==> src/rtl/fp_addsub_pipe.sv <==
`default_nettype none
// ============================================================================
// Module   : fp_addsub_pipe
// Purpose  : Three-stage pipelined floating-point adder/subtractor with
//            valid/ready handshake, round-toward-zero, denormal flush.
// Revision : 1.0 - initial pipelined release
// ============================================================================
module fp_addsub_pipe #(
    parameter int EXP_W = 8,
    parameter int MAN_W = 23
) (
    input  logic                   clk,
    input  logic                   rst_n,
    input  logic                   in_valid,
    output logic                   in_ready,
    input  logic [EXP_W+MAN_W:0]   in_a,
    input  logic [EXP_W+MAN_W:0]   in_b,
    input  logic                   in_sub,
    output logic                   out_valid,
    input  logic                   out_ready,
    output logic [EXP_W+MAN_W:0]   out_data
);
    localparam int c_W  = 1 + EXP_W + MAN_W;
    localparam int c_MW = MAN_W + 4;       // hidden + mantissa + guard/round/sticky
    localparam int c_SW = MAN_W + 5;       // adder width including carry
    localparam int c_EE = EXP_W + 2;       // signed exponent working width
    localparam logic [EXP_W-1:0] c_EMAX = '1;

    logic w_adv;
    assign w_adv    = ~out_valid | out_ready;
    assign in_ready = w_adv;

    // ---------------- S1: unpack, specials, swap, align ----------------
    logic               w_sa, w_sb;
    logic [EXP_W-1:0]   w_ea, w_eb;
    logic [MAN_W-1:0]   w_ma, w_mb;
    logic               w_nan_a, w_nan_b, w_inf_a, w_inf_b, w_spec;
    logic [c_W-1:0]     w_spec_val;
    logic               w_swap, w_sl, w_ss;
    logic [EXP_W-1:0]   w_el, w_es;
    logic [MAN_W-1:0]   w_mlf, w_msf;
    logic [c_MW-1:0]    w_ml, w_ms, w_ms_al, w_mask;
    logic [31:0]        w_diff, w_shamt;

    always_comb begin
        w_sa    = in_a[c_W-1];
        w_sb    = in_b[c_W-1] ^ in_sub;
        w_ea    = in_a[c_W-2:MAN_W];
        w_eb    = in_b[c_W-2:MAN_W];
        w_ma    = (w_ea == '0) ? '0 : in_a[MAN_W-1:0];
        w_mb    = (w_eb == '0) ? '0 : in_b[MAN_W-1:0];
        w_nan_a = (w_ea == c_EMAX) && (w_ma != '0);
        w_nan_b = (w_eb == c_EMAX) && (w_mb != '0);
        w_inf_a = (w_ea == c_EMAX) && (w_ma == '0);
        w_inf_b = (w_eb == c_EMAX) && (w_mb == '0);
        w_spec  = w_nan_a | w_nan_b | w_inf_a | w_inf_b;

        if (w_nan_a || w_nan_b || (w_inf_a && w_inf_b && (w_sa != w_sb)))
            w_spec_val = {1'b0, c_EMAX, 1'b1, {(MAN_W-1){1'b0}}};
        else if (w_inf_a)
            w_spec_val = {w_sa, c_EMAX, {MAN_W{1'b0}}};
        else
            w_spec_val = {w_sb, c_EMAX, {MAN_W{1'b0}}};

        w_swap = {w_eb, w_mb} > {w_ea, w_ma};
        w_sl   = w_swap ? w_sb : w_sa;
        w_ss   = w_swap ? w_sa : w_sb;
        w_el   = w_swap ? w_eb : w_ea;
        w_es   = w_swap ? w_ea : w_eb;
        w_mlf  = w_swap ? w_mb : w_ma;
        w_msf  = w_swap ? w_ma : w_mb;
        w_ml   = {(w_el != '0), w_mlf, 3'b000};
        w_ms   = {(w_es != '0), w_msf, 3'b000};

        // Shifting by the full width clears S and folds all of it into sticky
        w_diff  = {{(32-EXP_W){1'b0}}, w_el} - {{(32-EXP_W){1'b0}}, w_es};
        w_shamt = (w_diff > c_MW) ? c_MW : w_diff;
        w_mask  = ~({c_MW{1'b1}} << w_shamt);
        w_ms_al = (w_ms >> w_shamt) | {{(c_MW-1){1'b0}}, |(w_ms & w_mask)};
    end

    logic               r1_valid, r1_spec, r1_sl, r1_zs, r1_sub;
    logic [c_W-1:0]     r1_spec_val;
    logic [EXP_W-1:0]   r1_el;
    logic [c_MW-1:0]    r1_ml, r1_ms;

    always_ff @(posedge clk or negedge rst_n) begin
        if (!rst_n) begin
            r1_valid    <= 1'b0;
            r1_spec     <= 1'b0;
            r1_sl       <= 1'b0;
            r1_zs       <= 1'b0;
            r1_sub      <= 1'b0;
            r1_spec_val <= '0;
            r1_el       <= '0;
            r1_ml       <= '0;
            r1_ms       <= '0;
        end else if (w_adv) begin
            r1_valid    <= in_valid;
            r1_spec     <= w_spec;
            r1_sl       <= w_sl;
            r1_zs       <= w_sa & w_sb;
            r1_sub      <= w_sl ^ w_ss;
            r1_spec_val <= w_spec_val;
            r1_el       <= w_el;
            r1_ml       <= w_ml;
            r1_ms       <= w_ms_al;
        end
    end

    // ---------------- S2: magnitude add / subtract ----------------
    logic [c_SW-1:0] w_sum;
    assign w_sum = r1_sub ? ({1'b0, r1_ml} - {1'b0, r1_ms})
                          : ({1'b0, r1_ml} + {1'b0, r1_ms});

    logic               r2_valid, r2_spec, r2_sl, r2_zs;
    logic [c_W-1:0]     r2_spec_val;
    logic [EXP_W-1:0]   r2_el;
    logic [c_SW-1:0]    r2_sum;

    always_ff @(posedge clk or negedge rst_n) begin
        if (!rst_n) begin
            r2_valid    <= 1'b0;
            r2_spec     <= 1'b0;
            r2_sl       <= 1'b0;
            r2_zs       <= 1'b0;
            r2_spec_val <= '0;
            r2_el       <= '0;
            r2_sum      <= '0;
        end else if (w_adv) begin
            r2_valid    <= r1_valid;
            r2_spec     <= r1_spec;
            r2_sl       <= r1_sl;
            r2_zs       <= r1_zs;
            r2_spec_val <= r1_spec_val;
            r2_el       <= r1_el;
            r2_sum      <= w_sum;
        end
    end

    // ---------------- S3: normalise, truncate, pack ----------------
    logic [31:0]      w_lz;
    logic [c_EE-1:0]  w_exp;
    logic [MAN_W-1:0] w_man;
    logic             w_ovf, w_unf;
    logic [c_W-1:0]   w_res;

    always_comb begin
        w_lz = c_MW;
        for (int i = 0; i < c_MW; i++) begin
            if (r2_sum[i]) w_lz = 32'(c_MW - 1 - i);
        end

        if (r2_sum[c_SW-1]) begin
            w_exp = {2'b00, r2_el} + {{(c_EE-1){1'b0}}, 1'b1};
            w_man = r2_sum[c_SW-2:4];
        end else begin
            w_exp = {2'b00, r2_el} - w_lz[c_EE-1:0];
            w_man = MAN_W'((r2_sum[c_MW-1:0] << w_lz) >> 3);
        end

        // w_exp is two's complement: top bit set means it went negative
        w_ovf = !w_exp[c_EE-1] && (w_exp[c_EE-2:0] >= {1'b0, c_EMAX});
        w_unf = w_exp[c_EE-1] || (w_exp == '0);

        if (r2_spec)
            w_res = r2_spec_val;
        else if (r2_sum == '0)
            w_res = {r2_zs, {(c_W-1){1'b0}}};
        else if (w_ovf)
            w_res = {r2_sl, c_EMAX, {MAN_W{1'b0}}};
        else if (w_unf)
            w_res = {r2_sl, {(c_W-1){1'b0}}};
        else
            w_res = {r2_sl, w_exp[EXP_W-1:0], w_man};
    end

    always_ff @(posedge clk or negedge rst_n) begin
        if (!rst_n) begin
            out_valid <= 1'b0;
            out_data  <= '0;
        end else if (w_adv) begin
            out_valid <= r2_valid;
            if (r2_valid) out_data <= w_res;
        end
    end

endmodule
`default_nettype wire

==> config.mk <==
export PLATFORM = sky130hd
export DESIGN_NAME = fp_addsub_pipe
export DESIGN_NICKNAME = d
export VERILOG_FILES = /design/src/rtl/fp_addsub_pipe.sv
export SDC_FILE = /design/constraint.sdc
export NUM_CORES = 1
export LEC_CHECK = 0
export ABC_AREA = 1
export BUFFER_PORTS_ARGS = -buffer_cell sky130_fd_sc_hd__buf_2
export CAP_MARGIN = 20
export CORE_UTILIZATION = 30
export CTS_BUF_LIST = sky130_fd_sc_hd__clkbuf_8
export DETAILED_ROUTE_END_ITERATION = 8
export PLACE_DENSITY = 0.54
export SKIP_LAST_GASP = 1
export SYNTH_ARGS = -nofsm -noshare
export SYNTH_HDL_FRONTEND = slang
export SYNTH_SLANG_ARGS = --single-unit
==> constraint.sdc <==
create_clock -name clk -period 5 [get_ports clk]
set_clock_uncertainty 0.05 [all_clocks]
set_input_delay 0.25 -clock clk [delete_from_list [all_inputs] [get_ports clk]]
set_output_delay 0.25 -clock clk [all_outputs]
set_load 0.01 [all_outputs]
# == Yosys cells after proc, flatten, opt, wreduce, memory -nomap -nowiden ==
# Cells that the tools add are included.
# totals
register_bits,201
input_bits,69
output_inout_bits,34
wordCells,111
# classes
add_sub_neg,5
magnitude_cmp,3
n_eq_ne,3
shifts,3
n_mux,45
n_bitwise,11
reduce_logical,23
# ops
op,n
two-way mux 32 bit,31
two-way mux 23 bit,5
two-way mux 31 bit,2
logical NOT 23 bit,2
nonzero test 23 bit,2
> comparator 32 x 5 -> 1 bit (second input constant),1
<< shifter 27 x 32 -> 26 bit,1
<< shifter 27 x 32 -> 27 bit (first input constant),1
>> shifter 27 x 32 -> 27 bit,1
> comparator 31 bit,1
adder 27 x 27 -> 28 bit,1
logical NOT 28 bit,1
two-way mux 28 bit,1
subtractor 27 x 27 -> 28 bit,1
bitwise AND 27 bit,1
NOT 27 bit,1
bitwise OR 27 x 1 -> 27 bit,1
OR reduction 27 bit,1
equality test 8 bit (second input constant),2
logical NOT 8 bit,2
two-way mux 8 bit,2
nonzero test 8 bit,2
logical NOT 10 bit,1
two-way mux 10 bit,1
other kinds (14),28

# == Longest topological paths before layout ==
# depth
ltp_word,35
ltp_mapped,46

# == Worst setup path before layout ==
# Ideal clock, no wire load.
# synth_path
kind,flip-flop to flip-flop
start,register r2_sum[1]
end,register out_data[11]
t_arrival_ps,4644
required_time_ps,4884
setup_slack_ps,240
stages_incl_launch_ff,46
path_cell_list,dfrtp_1 -> inv_1 -> nand2_1 -> nand2_1 -> nand2_1 -> nand2_1 -> nand2_1 -> nand2_1 -> nand2_1 -> nand2_1 -> nand2_1 -> nand2_1 -> nand2_1 -> nand2_1 -> nand2_1 -> nand2_1 -> nand2_1 -> nand2_1 -> [... 10 more ...] -> ha_1 -> fa_1 -> o21ai_0 -> nand2_1 -> nand2_1 -> nand2_1 -> xor2_1 -> nor2_1 -> nand3_1 -> nand2_1 -> nor2_1 -> inv_1 -> nor3_1 -> inv_1 -> clkbuf_1 -> a21oi_1 -> o21ai_0 -> nand2_1
# synth_via
elab_chain_len,34
elab_cells_between_ends,40
cone_classes,add/sub: 1; order compare: 1; shift: 1; mux: 32; reduce/logical: 5
# synth_lines
item,line,source
from (decl),119,logic [c_SW-1:0] r2_sum;
from (signal assigned),137,r2_sum <= w_sum;
branches (longest 32 deep; another with two-way mux 32 bit),--,
two-way mux 32 bit (*),168,else if (r2_sum == '0)
two-way mux 32 bit (*),166,if (r2_spec)
to (signal assigned),184,if (r2_valid) out_data <= w_res;
to (decl),21,output logic [EXP_W+MAN_W:0] out_data
# Every way passes the cells marked *.
# A chain may end at the register's enable or synchronous reset.

# == Worst setup path after layout ==
# layout_path
start,input port in_b[23]
end,register r1_ms[0]
# layout_via
elab_chain_len,12
elab_cells_between_ends,16
cone_classes,add/sub: 1; order compare: 2; shift: 2; mux: 5; bitwise: 3; reduce/logical: 3
# layout_lines
item,line,source
from (decl),17,"input logic [EXP_W+MAN_W:0] in_b,"
logical NOT 8 bit,51,w_mb = (w_eb == '0) ? '0 : in_b[MAN_W-1:0];
two-way mux 23 bit,51,
> comparator 31 bit,65,"w_swap = {w_eb, w_mb} > {w_ea, w_ma};"
"two-way mux 8 bit, on equally long branches","68, 69",
subtractor 8 x 8 -> 9 bit,76,"w_diff = {{(32-EXP_W){1'b0}}, w_el} - {{(32-EXP_W){1'b0}}, w_es};"
> comparator 32 x 5 -> 1 bit,77,w_shamt = (w_diff > c_MW) ? c_MW : w_diff;
two-way mux 32 bit,77,
<< shifter 27 x 32 -> 27 bit,78,w_mask = ~({c_MW{1'b1}} << w_shamt);
NOT 27 bit,78,
bitwise AND 27 bit,79,"w_ms_al = (w_ms >> w_shamt) | {{(c_MW-1){1'b0}}, |(w_ms & w_mask)};"
OR reduction 27 bit,79,
bitwise OR 27 x 1 -> 27 bit (*),79,
to (signal assigned),107,r1_ms <= w_ms_al;
to (decl),85,"logic [c_MW-1:0] r1_ml, r1_ms;"
# Mark *: on every way between the ends. The rest lies on a longest branch, timed or not.

==> flow_metrics.py <==
metrics = {
    "run_status": {
        "status": "complete, no violations",
    },
    "grt": {
        "grt_start_max_net_pins": 100,
        "grt_overflow": 0,
        "grt_pass1_vias": 13800,
        "antenna_found_initial": 0,
        "grt_pass1_wl_mm": 73.8,
        "grtUsageTotal_pct": 19.7,
    },
    "sta": {
        "finalMaxSlewViolations": 0,
        "fmax_mhz": 214,
        "final.min_clock_period_ps": 4670,
        "setup_viol": 0,
        "maxSlewHeadroom_pct": 36.4,
        "finalSetupTns_ps": 0,
        "final.period_utilization_pct": 93.5,
        "final_hold_viol_count": 0,
        "worstMarginPinSlew_ps": 953,
        "layout_setup_ws_ps": 325,
    },
    "critical_path": {
        "worstReg2RegEnd": "out_data[16]",
        "ff2ff_setup_slack_ps": 470,
        "reg2reg_depth": 30,
        "crit_top_cell": "nand2_1",
        "cp-end-kind": "flop",
        "critPathKind": "in2reg",
        "start_kind": "input port",
        "required_ps": 5300,
        "worst-endpoint-arrival_ps": 4970,
        "slowest_stage": "nor2_1",
        "crit_family": "simple AND/OR/NAND/NOR gates",
        "crit_path_start": "in_b[23]",
        "reg2reg_from": "r2_sum[1]",
        "crit_fanout": 11,
        "max_stage_delay_ps": 350,
        "path_buf_inv": 8,
    },
    "pwr": {
        "power.internal_mw": 3.59,
        "leakagePower_nw": 7.96,
        "finalPower_mw": 7.32,
        "p_per_area_nw_per_um2": 470,
        "p_clk_share_pct": 14.2,
        "p_seq_share_pct": 25.3,
        "p_sw_share_pct": 51.0,
        "vdd_drop_max_v": 0.000207,
        "switching_power_mw": 3.73,
        "comb_power_share_pct": 60.5,
    },
    "finish": {
        "drive_gt1_share_pct": 12.4,
        "fin_nets": 2441,
        "antenna_cells": 0,
        "fill_cells": 4859,
        "synthToLayoutAreaGrowth_pct": 14.8,
    },
    "yosys": {
        "ys_seq_elements": 143,
        "synth_ff_type": "dfrtp_1",
        "synth_edf_count": 0,
        "netlist_top_cells_area": "dfrtp_1 26%, nand2_1 19%, ha_1 8.1%",
        "yosys.area.top_type": "dfrtp_1",
        "synth_warnings": 0,
        "synth_area_um2": 13600,
        "netlist.area_leader.share_pct": 26.4,
        "avgSynthCellArea_um2": 6.27,
        "synth_cells": 2164,
        "ys_seq_area_share_pct": 26.4,
        "synth.most_common_cell": "nand2_1",
        "synth_nets": 2323,
        "synth_common_cells": "685 x nand2_1, 235 x inv_1, 216 x o21ai_0",
        "synthArstFlopShare_pct": 100,
        "yosysUniqueCellTypes": 53,
    },
    "cts": {
        "cts_tree": "done",
        "clock_sink_count": 143,
        "worstSkewPairLatency_ps": 480,
        "clk_pin_slew_worst_paths_ps": 80,
        "cts_buffers": 17,
        "cts_root_buf": "clkbuf_8",
        "ctsHtreeMaxLevel": 4,
        "clockBufferDepth": 2,
    },
    "hold_path": {
        "hp-class": "in2reg",
        "whs_path_depth": 3,
        "hp-start": "in_a[27]",
        "whs_endpoint": "r1_el[4]",
    },
    "die": {
        "row_count": 77,
        "ios": 103,
        "die-area_um2": 46100,
        "start_util_pct": 30.6,
        "core_um2": 44400,
        "die_w_um": 215,
        "fp.dieH_um": 215,
    },
    "placement": {
        "gp_congestion": 0.951,
        "port_buffers": 102,
        "place_ws_ps": -176,
        "hpwl_mm": 36.9,
    },
    "route": {
        "drt-initial-drc-count": 923,
        "viasPerCell": 5.00,
        "drt-total-wl_mm": 45.8,
        "postRouteAntennaNets": 0,
        "drtPass1Iterations": 5,
        "wl_per_cell_um": 15.9,
        "num_vias": 14400,
        "route.detailed.drc": 0,
    },
    "job": {
        "timing.max_cap.violations": 0,
    },
}
==> stage by stage <==
step / instance area [um^2] / std cells / utilization (%) / hold slack [ps]
floorplan: 13600 / 2164 / - / -95.6
global placement: 15000 / 2849 / 33.9 / 371
detailed placement: 15000 / 2849 / 33.9 / 383
CTS: 15500 / 2883 / 34.9 / 8.21
global route: 15600 / 2887 / 35.1 / 17.7
finish: 15600 / 2887 / 35.1 / 36.6
==> flip-flops by register name (all words and copies together), names as in the netlist, 3 cells and up <==
name         cells
r1_spec_val      3
out_data        32
r2_spec_val      3
r1_el            8
r1_ml           24
r2_el            8
r1_ms           27
r2_sum          28
==> logic make-up after synthesis <==
family / count (synthesis) / synth area share, %
simple gates: 1104 / 34.6
buf+inv: 336 / 10.0
xor+xnor: 24 / 1.55
fa+ha+maj: 90 / 8.40
mux: 3 / 0.221
compound gates: 464 / 18.8
flops: 143 / 26.4
==> layout make-up <==
cell class | instances | area (um^2) | area share, %
timing repair inverter | 3 | 20.0 | 0.128
sequential | 143 | 3580 | 23.0
multi-input combinational | 1685 | 8700 | 55.8
timing repair buffer | 186 | 1180 | 7.56
clock buffer | 18 | 248 | 1.59
tap | 592 | 741 | 4.75
inverter | 246 | 928 | 5.96
clock inverter | 14 | 191 | 1.23
==> repair_timing <==
| action | CTS | global route |
|---|---|---|
| gates resized for setup | 0 | 21 |
| endpoints found under the setup margin | 0 | 28 |
| hold buffers | 2 | 0 |
| hold endpoints to repair | 99 | 0 |
| buffers inserted | 0 | 1 |
==> cell usage in the layout, fill, tap and decap left out, types with 6 or more instances in the layout <==
cell and instances:
nand4_1 28, o211ai_1 22, ha_1 88, nand2_2 18, inv_1 234, o22ai_1 21, inv_2 7, clkbuf_8 18
dfrtp_1 143, nand3_1 192, nand2_1 685, nor2_1 118, a21oi_1 119, a21boi_0 8, nor2_4 6, o21bai_1 8
xor2_1 19, buf_2 101, nor3_1 18, o21ai_0 214, or2_2 7, buf_4 80, a31oi_1 12, nor4_1 10
o21ai_1 32
==> worst max-delay path by stage <==
stage	endpoint	slack, ps	depth (start not counted)
floorplan	out_data[11]	240	45
global placement	r1_ms[0]	-190	31
detailed placement	r1_ms[0]	-180	36
CTS	out_data[11]	140	43
global route	out_data[16]	-20	43
finish	r1_ms[0]	330	38
==> worst register-to-register path: cells and delay by family, from the launching register on <==
kind                       cells  cell delay (ps)
AOI/OAI and AO/OA              7             1190
adders and majority gates      1              300
xor gates and xnor gates       1              220
buffers and inverters          4              570
DFF                            1              400
and+or+nand+nor               17             1750
==> power groups by stage <==
stage          logic, mW  registers (mW)  clock network, mW
3_3_place_gp        4.33            1.86                  0
6_report            4.43            1.85               1.04
5_1_grt             5.02            1.91               1.11
4_1_cts             4.37            1.85               1.07
3_5_place_dp        4.35            1.87                  0
2_1_floorplan       3.08            1.84                  0
==> metal layers <==
metal | vias to the layer above | share of wire (%) | global-route usage (%)
li1 | 7392 | - | -
met1 | 6557 | 48 | 27.3
met2 | 400 | 45 | 32.0
met3 | 76 | 3.6 | 2.09
met4 | 0 | 2.6 | 6.07
met5 | - | 0 | 0
No activity file was read; power rests on OpenSTA's default activity.
